--- src/rtl/alu_issue_stage.sv ---
// Command FIFO and result slot around the combinational alu: buffers commands,
// drives the head entry onto the alu ports and captures tagged results.
module alu_issue_stage #(
  parameter int unsigned WIDTH = 8,
  parameter int unsigned SEL_W = 4,
  parameter int unsigned DEPTH = 4
) (
  input  logic                     clk,
  input  logic                     rst,
  input  logic                     in_valid,
  output logic                     in_ready,
  input  logic [WIDTH-1:0]         in_a,
  input  logic [WIDTH-1:0]         in_b,
  input  logic [SEL_W-1:0]         in_sel,
  output logic [WIDTH-1:0]         alu_a,
  output logic [WIDTH-1:0]         alu_b,
  output logic [SEL_W-1:0]         alu_sel,
  input  logic [WIDTH-1:0]         alu_out,
  input  logic                     alu_carry,
  output logic                     res_valid,
  input  logic                     res_ready,
  output logic [WIDTH-1:0]         res_out,
  output logic                     res_carry,
  output logic [SEL_W-1:0]         res_sel,
  output logic [15:0]              res_tag,
  output logic [$clog2(DEPTH):0]   fifo_count
);

  localparam int unsigned AW = $clog2(DEPTH);
  localparam int unsigned CW = AW + 1;

  typedef enum logic {S_EMPTY, S_FULL} state_t;

  state_t state, next_state;

  logic [WIDTH-1:0] mem_a   [DEPTH];
  logic [WIDTH-1:0] mem_b   [DEPTH];
  logic [SEL_W-1:0] mem_sel [DEPTH];
  logic [AW-1:0]    wr_ptr, rd_ptr;
  logic [CW-1:0]    count;
  logic [15:0]      issue_cnt;
  logic             push, pop, fifo_nonempty;

  assign fifo_nonempty = (count != '0);
  // in_ready depends only on the registered count, so a full FIFO refuses
  // a push even when the slot pops in the same cycle.
  assign in_ready   = (count != CW'(DEPTH));
  assign push       = in_valid && in_ready;
  assign fifo_count = count;

  assign alu_a   = fifo_nonempty ? mem_a[rd_ptr]   : '0;
  assign alu_b   = fifo_nonempty ? mem_b[rd_ptr]   : '0;
  assign alu_sel = fifo_nonempty ? mem_sel[rd_ptr] : '0;

  always_comb begin
    next_state = state;
    pop        = 1'b0;
    res_valid  = (state == S_FULL);
    case (state)
      S_EMPTY: begin
        if (fifo_nonempty) begin
          pop        = 1'b1;
          next_state = S_FULL;
        end
      end
      S_FULL: begin
        if (res_ready) begin
          if (fifo_nonempty) pop = 1'b1;
          else               next_state = S_EMPTY;
        end
      end
      default: next_state = S_EMPTY;
    endcase
  end

  always_ff @(posedge clk) begin
    if (rst) state <= S_EMPTY;
    else     state <= next_state;
  end

  always_ff @(posedge clk) begin
    if (push) begin
      mem_a[wr_ptr]   <= in_a;
      mem_b[wr_ptr]   <= in_b;
      mem_sel[wr_ptr] <= in_sel;
    end
  end

  always_ff @(posedge clk) begin
    if (rst) begin
      wr_ptr <= '0;
      rd_ptr <= '0;
      count  <= '0;
    end else begin
      if (push) wr_ptr <= wr_ptr + AW'(1);
      if (pop)  rd_ptr <= rd_ptr + AW'(1);
      case ({push, pop})
        2'b10:   count <= count + CW'(1);
        2'b01:   count <= count - CW'(1);
        default: count <= count;
      endcase
    end
  end

  always_ff @(posedge clk) begin
    if (rst) begin
      res_out   <= '0;
      res_carry <= 1'b0;
      res_sel   <= '0;
      res_tag   <= '0;
      issue_cnt <= '0;
    end else if (pop) begin
      res_out   <= alu_out;
      res_carry <= alu_carry;
      res_sel   <= alu_sel;
      res_tag   <= issue_cnt;
      issue_cnt <= issue_cnt + 16'd1;
    end
  end

endmodule
--- config.mk ---
export PLATFORM = sky130hd
export DESIGN_NAME = alu_issue_stage
export DESIGN_NICKNAME = d
export VERILOG_FILES = /design/src/rtl/alu_issue_stage.sv
export SDC_FILE = /design/constraint.sdc
export NUM_CORES = 1
export LEC_CHECK = 0
export CORE_MARGIN = 1
export CORE_UTILIZATION = 45
export DETAILED_ROUTE_END_ITERATION = 6
export GPL_TIMING_DRIVEN = 1
export HOLD_SLACK_MARGIN = 0.02
export PLACE_DENSITY = 0.74
export SLEW_MARGIN = 0
export SYNTH_ARGS = -nofsm -noshare
export SYNTH_HDL_FRONTEND = slang
export SYNTH_SLANG_ARGS = --single-unit
export TNS_END_PERCENT = 10
--- constraint.sdc ---
create_clock -name clk -period 2.4 [get_ports clk]
set_clock_uncertainty 0.1 [all_clocks]
set_input_delay 0.24 -clock clk [delete_from_list [all_inputs] [get_ports clk]]
set_output_delay 0.24 -clock clk [all_outputs]
set_load 0.05 [all_outputs]
# Word-level counts from Yosys, hierarchy flattened
# Memories as Yosys holds them, arrays and structs flattened. A register that Yosys moved wholly into a read port is not among the register bits.
# Index checks and enable logic that the tools add are counted.
[word_totals]
register_bits = 53
ramBits = 80
inputBits = 33
out_inout_bits = 54
elab_cells = 41
memories = 3
[memory_table]
columns = ["memory", "depth", "width", "read_ports", "rd_ports_with_merged_regs", "wr", "line", "source"]
rows = [
  ["mem_a", 4, 8, 1, 1, 1, "36", "logic [WIDTH-1:0] mem_a [DEPTH];"],
  ["mem_b", 4, 8, 1, 1, 1, "37", "logic [WIDTH-1:0] mem_b [DEPTH];"],
  ["mem_sel", 4, 4, 1, 1, 1, "38", "logic [SEL_W-1:0] mem_sel [DEPTH];"],
]
[classes]
n_addsub = 5
n_eq_ne = 3
muxes = 17
bitwise_logic = 1
n_reduce_logical = 3
[op_table]
columns = ["operator", "count"]
rows = [
  ["$add A16 B1 Y16 const B", 1],
  ["$mux W8", 2],
  ["$mux W2", 6],
  ["$pmux W3 S2", 1],
  ["$mux W1", 5],
  ["$add A2 B1 Y2 const B", 2],
  ["$mux W4", 1],
  ["$pmux W1 S2", 2],
  ["$add A3 B1 Y3 const B", 1],
  ["$ne A3 B3 Y1 const B", 1],
  ["$reduce_bool A3 Y1", 1],
  ["$sub A3 B1 Y3 const B", 1],
  ["$eq A2 B1 Y1 const B", 1],
  ["$eq A2 B2 Y1 const B", 1],
  ["$reduce_bool A2 Y1", 1],
  ["$logic_and A1 B1 Y1", 1],
  ["$not A1 Y1", 1],
]

# Depth between registers and ports, before layout
# Gate-level depths: netlist (run 1).
[logic_depth]
depth_word = 6
mapped_depth = 10
ltp_nobuf = 9

# Worst setup path after synthesis (run 1)
# OpenSTA, ideal clock, no wires.
[synth_path]
kind = "register -> register"
startpoint = "reg count[2] (netlist: fifo_count[2])"
endpoint = "reg count[2] (netlist: fifo_count[2])"
arrival_ns = 2.843
required_time_ns = 2.230
setup_slack_ns = -0.614
path_stages_with_launch = 10
n_path_buf = 0
synth_period_minus_slack_ns = 3.014
cell_sequence = "dfxtp_1 or3b_1 and2_1 inv_1 ha_1 inv_1 fa_1 xor2_1 or3_1 a21oi_1"
[synth_between]
word_cells_on_any_way = 12
classes_between = "add/sub: 2; eq/ne: 3; mux: 4; reduce/logical: 3"
[synth_rtl]
columns = ["item", "line", "source"]
rows = [
  ["start, declared", "40", "logic [CW-1:0] count;"],
  ["start signal, assigned", "98", "2'b10: count <= count + CW'(1);"],
  ["start signal, assigned", "99", "2'b01: count <= count - CW'(1);"],
  ["start signal, assigned", "100", "default: count <= count;"],
  ["$ne A3 B3 Y1 *", "47", "assign in_ready = (count != CW'(DEPTH));"],
  ["net in_ready", "11", "output logic in_ready,"],
  ["$logic_and A1 B1 Y1 *", "48", "assign push = in_valid && in_ready;"],
  ["$eq A2 B1 Y1 or $eq A2 B2 Y1 (tied branches)", "97", "case ({push, pop})"],
  ["$pmux W3 S2 or $reduce_bool A2 Y1 (tied branches)", "-", ""],
]
# Mark *: on every way through the listed nets, which the timed path passes. The rest lies on a longest branch.
# A chain may end at the register's enable or synchronous reset.

# Worst setup path in the final report (run 1)
[layout_path]
startpoint = "reg count[0] (netlist: fifo_count[0])"
endpoint = "reg count[2] (netlist: fifo_count[2])"
[layout_between]
elab_chain_len = 6
word_cells_on_any_way = 12
classes_between = "add/sub: 2; eq/ne: 3; mux: 4; reduce/logical: 3"
[layout_lines]
columns = ["item", "line", "source"]
rows = [
  ["$reduce_bool A3 Y1", "44", "assign fifo_nonempty = (count != '0);"],
  ["$mux W1", "61, 68", ""],
  ["$mux W1", "67", "if (res_ready) begin"],
  ["$pmux W1 S2", "59", "case (state)"],
  ["$eq A2 B1 Y1 or $eq A2 B2 Y1 (tied branches)", "97", ""],
  ["$pmux W3 S2 or $reduce_bool A2 Y1 (tied branches)", "-", ""],
]
# Parallel ways exist; a longest one is shown, timed or not.

==> out/results.txt, run 1 <==
status -> finished, final reports clean
CTS tree -> yes
gr ovfl total -> 0
initial DRC count -> 125
HP Class -> primary input to register
cell count after synthesis -> 390
GR Util All Layers -> 0.1785
nets -> 524
CP Max Fanout -> 6
CP cell instances -> or3b_4, and2_4, inv_4, ha_4, inv_1, fa_2, xor2_1, or3_1, a21oi_1
RSZ-0062 raised after global routing -> false
crit path time final -> 2305 ps
Sink Count -> 135
Tightest Pin Transition -> 1064 ps
drt via density -> 5.235
Max rail drop VDD -> 0.0007690 V
Async SR Flop Fraction -> 0
FP Rows -> 38
Post-Syn Nets -> 430
Initial Util -> 0.4701
dpl hpwl -> 6.218 mm
max-slew violation count -> 0
Resized Gates After CTS -> 0
Util after Layout -> 0.6166
layout cells sized above 1 -> 0.1851
vias in the first global route -> 3244
CTS max path bufs -> 2
sequential fraction of the synthesis area -> 0.6757
P_leak -> 0.002325 uW
register area -> 3512 um^2
CTS root buffer -> clkbuf_16
Die X -> 109.3 um
commonest cells after routing, fill and taps aside -> edfxtp_1 (80), nand2_1 (67), clkdlybuf4s50_1 (65), dfxtp_1 (52), a21oi_1 (42)
pwr dens -> 1305 nW/um^2
Yosys cell types -> 32
final hold vios -> 0
Slew Limit Headroom -> 0.2909
hold buffers post-CTS -> 0
CTS buffer count -> 17
drt drc -> 0
Yosys reg bits -> 135
Post-Route WL -> 9.837 mm
Die Y -> 109.3 um
Slowest cell on crit path -> or3b_4
Clock transition at path regs -> 60 ps
Die Area -> 11960 um^2
Max Cap Violations -> 0
H-Tree Depth -> 4
Yosys Warn Count -> 0
FILL cells -> 852
post-CTS setup buffer count -> 0
CP arrival -> 2530 ps
number of port buffers -> 86
dpl cell area -> 6196 um^2
Achievable Freq -> 433.9 MHz
area delta synth->final -> 31.18%
number of enable flip-flop cells after synthesis -> 80
Worst setup SP type -> register
area of the multi-input gates -> 1594 um^2
largest net degree at the start of global routing -> 54
most common cell after layout, fill and taps aside -> edfxtp_1
post-route cell area -> 6802 um^2
largest stage delay on the critical path -> 430 ps
syn_area_per_cell -> 13.29 um^2
GPL Wtd Cong -> 0.7580
kind of critical path -> register to register
# diodes -> 0
Setup-failing EPs final -> 0
crit share post-route -> 0.9603
Syn Std Cell Area -> 5185 um^2
ys flop type -> edfxtp_1
initial antenna violation count -> 0
first-pass GRT wire length -> 15.61 mm
first-pass iteration count of the detailed router -> 6
setup TNS -> 0 ps
worst-skew pair later-pin latency -> 400 ps
# IOs -> 87
crit end category -> register
core box area -> 11030 um^2
total number of vias -> 3335
WP data required -> 2630 ps
Detail Route Antenna Nets -> 0
DR WL/cell -> 15.44 um
-- worst paths after layout --
path / start / endpoint / slack [ps] / depth (start not counted)
hold reg to reg: res_tag[0] / res_tag[0] / 350 / 2
setup reg to reg: fifo_count[0] / fifo_count[2] / 100 / 9
setup / recovery: fifo_count[0] / fifo_count[2] / 100 / 9
hold / removal: rst / issue_cnt[11] / 120 / 3
-- synth_stat cells (3+ instances only) --
| master | instances | area, um^2 |
|---|---|---|
| o21ai_0 | 7 | 35.03 |
| nor2_1 | 15 | 56.30 |
| ha_1 | 6 | 75.07 |
| xor2_1 | 4 | 35.03 |
| dfxtp_1 | 55 | 1101 |
| nand2_1 | 67 | 251.5 |
| or3_1 | 8 | 50.05 |
| edfxtp_1 | 80 | 2402 |
| inv_1 | 8 | 30.03 |
| and3_1 | 4 | 25.02 |
| xnor2_1 | 8 | 70.07 |
| clkbuf_1 | 17 | 63.81 |
| nor4_1 | 3 | 18.77 |
| a21oi_1 | 42 | 210.2 |
| nand3_1 | 6 | 30.03 |
| mux4_2 | 20 | 450.4 |
| and2_1 | 21 | 131.4 |
-- where the power goes --
part / switching [uW] / internal (uW) / total (uW)
Combinational: 2220 / 1180 / 3410
Clock: 1070 / 1490 / 2560
Sequential: 140 / 2770 / 2910
Total: 3440 / 5440 / 8880
-- kinds of logic (layout without fill, tap and decap cells) --
logic type | Yosys count | count (layout) | synth area share
flip-flops | 135 | 135 | 0.6757
AND/OR/NAND/NOR | 137 | 137 | 0.1277
buffers and inverters | 28 | 135 | 0.02075
multiplexers | 20 | 20 | 0.08687
AO/OA/AOI/OAI | 51 | 51 | 0.05043
adder cells (fa/ha/maj) | 7 | 7 | 0.01834
XOR/XNOR | 12 | 12 | 0.02027
-- registers in the layout, indices dropped and copies added, names as in the netlist, 2 cells and up, named ones only --
signal	count
mem_b	32
mem_sel	16
fifo_count	3
res_tag	16
rd_ptr	2
res_sel	4
issue_cnt	16
wr_ptr	2
res_out	8
mem_a	32
-- cell type report --
type	count	share of cell area
Sequential cell	135	0.5164
Multi-Input combinational cell	227	0.2344
Timing Repair Buffer	94	0.1291
Clock buffer	17	0.06255
Clock inverter	15	0.02649
Tap cell	140	0.02575
Inverter	9	0.005335
-- stage by stage --
step                std cells  worst slack (ps)  hold WS (ps)  total power (uW)
floorplan                 390            -5.749         238.9              5347
global placement          605             164.1         341.7              6336
detailed placement        605             113.8         348.0              6413
CTS                       637             97.34         98.64              8993
global route              637             17.43         109.4              9288
finish                    637             95.34         119.7              8879
-- critical path: cells and delay by family, from the launching register on --
family	cells	cell delay (ps)
AO/OA/AOI/OAI	1	120
AND/OR/NAND/NOR	3	910
flip-flops	1	370
adder cells (fa/ha/maj)	2	460
XOR/XNOR	1	150
buffers and inverters	2	120
-- metal layers --
metal	track usage	vias up	wire [um]
li1	-	1605	-
met4	0.05619	0	90
met5	0	-	0
met1	0.2069	1639	4081
met2	0.3122	82	5240
met3	0.05987	9	425
Note: power is estimated with default switching activity, not from simulation.
==> run 2, diff against run 1 <==
- CAP_MARGIN: not set -> 5
==> results of run 2 <==
No change in the layout: final DEF, timing and power equal those of run 1.
==> run 3, diff against run 2 <==
- CORE_MARGIN: 1 -> 5
- REMOVE_ABC_BUFFERS: not set -> 1
==> run 3 against run 2 <==
  * Combinational power increased by 3%
  * Worst setup slack lost 75 ps
  * Flip-flop and latch count unchanged
  * Non-clock buffer count grew 12
  * Via count down 0.87%
  * Sequential power about the same
  * Largest power group unchanged
  * Global-route usage fell by 2.2 points
==> out/results.txt, run 3 (synthesized netlist as in run 1, its figures left out) <==
largest registers -> mem_a x32, mem_b x32
dpl cell area -> 6243 um^2
met2 Resource Use GR -> 0.2595
P_leak -> 0.002382 uW
# IOs -> 87
worst hold path depth -> 2
r2r endpoint -> fifo_count[2]
pwr dens -> 1290 nW/um^2
dpl ws -> -29.59 ps
crit end category -> register
drt via density -> 5.071
GPL Wtd Cong -> 0.8321
Die Y -> 117.3 um
FP Rows -> 39
clock share of power -> 0.279
CP Max Fanout -> 5
layout cells sized above 1 -> 0.2043
Buf/Inv on CP -> 2
Slew Limit Headroom -> 0.6528
total number of vias -> 3306
Initial Util -> 0.4560
GR Util All Layers -> 0.1566
CTS root buffer -> clkbuf_16
Setup WS post-layout -> 20.48 ps
CTS buffer count -> 17
switching pwr -> 3245 uW
RSZ-0062 raised after global routing -> true
hold buffers post-CTS -> 0
met3 Usage GRT -> 0.04090
final hold vios -> 0
core box area -> 11370 um^2
non-filler cells in the finished layout -> 652
max-slew violation count -> 0
Clock transition at path regs -> 50 ps
Sink Count -> 135
H-Tree Depth -> 4
commonest cells after routing, fill and taps aside -> edfxtp_1 (80), nand2_1 (67), clkdlybuf4s50_1 (65), dfxtp_1 (54), a21oi_1 (41)
first-pass GRT wire length -> 17.46 mm
power share of the combinational group -> 0.396
area delta synth->final -> 32.63%
met1 usage -> 0.1937
HP Class -> primary input to register
CP cell instances -> or3b_4, and2_4, inv_4, ha_4, inv_2, fa_2, xor2_2, or3_4, a21oi_2
Post-Route WL -> 10.14 mm
kind of critical path -> register to register
Worst setup SP type -> register
first-pass iteration count of the detailed router -> 4
# diodes -> 0
crit path time final -> 2380 ps
Die Area -> 13770 um^2
most common cell after layout, fill and taps aside -> edfxtp_1
FILL cells -> 921
initial antenna violation count -> 0
internal power -> 5623 uW
CP arrival -> 2610 ps
setup TNS -> 0 ps
CTS max path bufs -> 2
dpl hpwl -> 6.572 mm
gr ovfl total -> 0
status -> finished, final reports clean
CTS tree -> yes
DR WL/cell -> 15.55 um
Achievable Freq -> 420.3 MHz
sw frac -> 0.3659
Most Used Layer, Global Route -> met2
number of port buffers -> 86
Seq pwr share -> 0.325
Die X -> 117.3 um
initial DRC count -> 246
Max rail drop VDD -> 0.0009581 V
Hold Crit Endpoint -> issue_cnt[0]
vias in the first global route -> 3483
crit share post-route -> 0.9915
Slowest cell on crit path -> or3b_4
Tightest Pin Transition -> 519.2 ps
nets -> 536
post-route cell area -> 6877 um^2
Top delay family on crit path -> simple AND/OR/NAND/NOR gates
WP data required -> 2630 ps
drt drc -> 0
setup slack, reg-to-reg -> 20 ps
largest stage delay on the critical path -> 380 ps
Placed Instances -> 618
Detail Route Antenna Nets -> 0
Setup-failing EPs final -> 0
reg2reg path depth -> 9
worst hold start -> rst
largest net degree at the start of global routing -> 33
worst-skew pair later-pin latency -> 400 ps
Util after Layout -> 0.6048
worst r2r src -> fifo_count[2]
Max Cap Violations -> 0
-- run 3: routing by layer --
layer / routed length [um] / up-vias / part of all wire
met1: 4360 / 1608 / 0.43
li1: - / 1620 / -
met2: 5278 / 64 / 0.52
met4: 98 / 0 / 0.0097
met3: 401 / 14 / 0.040
met5: 0 / - / 0
-- run 3: timing repair --
| item | CTS | global route |
|---|---|---|
| pin swaps | 0 | 5 |
| resized for setup | 3 | 11 |
| setup buffers | 0 | 2 |
| endpoints found under the setup margin | 2 | 1 |
-- run 3: worst max path at each step --
stage | startpoint | end | slack [ps] | cells past startpoint
after detailed placement | fifo_count[2] | fifo_count[2] | -30 | 9
final | fifo_count[2] | fifo_count[2] | 20 | 9
after global placement | res_ready | fifo_count[2] | 70 | 10
after floorplan | fifo_count[0] | fifo_count[2] | -1350 | 9
after global routing | fifo_count[2] | fifo_count[2] | -50 | 9
after CTS | fifo_count[2] | fifo_count[2] | 3 | 9
-- run 3: area by class of cell --
class                           count  area, um^2  share of cell area
Sequential cell                   135        3507              0.5100
Multi-Input combinational cell    227        1610              0.2342
Timing Repair Buffer              106       968.4              0.1408
Clock buffer                       22       474.2             0.06896
Tap cell                          143       178.9             0.02602
Clock inverter                     10       101.3             0.01474
Inverter                            9       36.28            0.005277
-- run 3: power groups by stage --
stage	combinational, uW	clock (uW)	sequential (uW)
floorplan	1860	0	3350
global placement	3420	0	2910
detailed placement	3460	0	2930
CTS	3470	2530	2890
global route	3790	2640	2910
finish	3510	2470	2880
-- run 3: per-stage QoR --
stage | total power (uW) | hold WS [ps]
2_1_floorplan | 5209 | 209.1
3_3_place_gp | 6335 | 341.3
3_5_place_dp | 6387 | 347.5
4_1_cts | 8885 | 172.0
5_1_grt | 9343 | 201.2
6_report | 8869 | 182.6
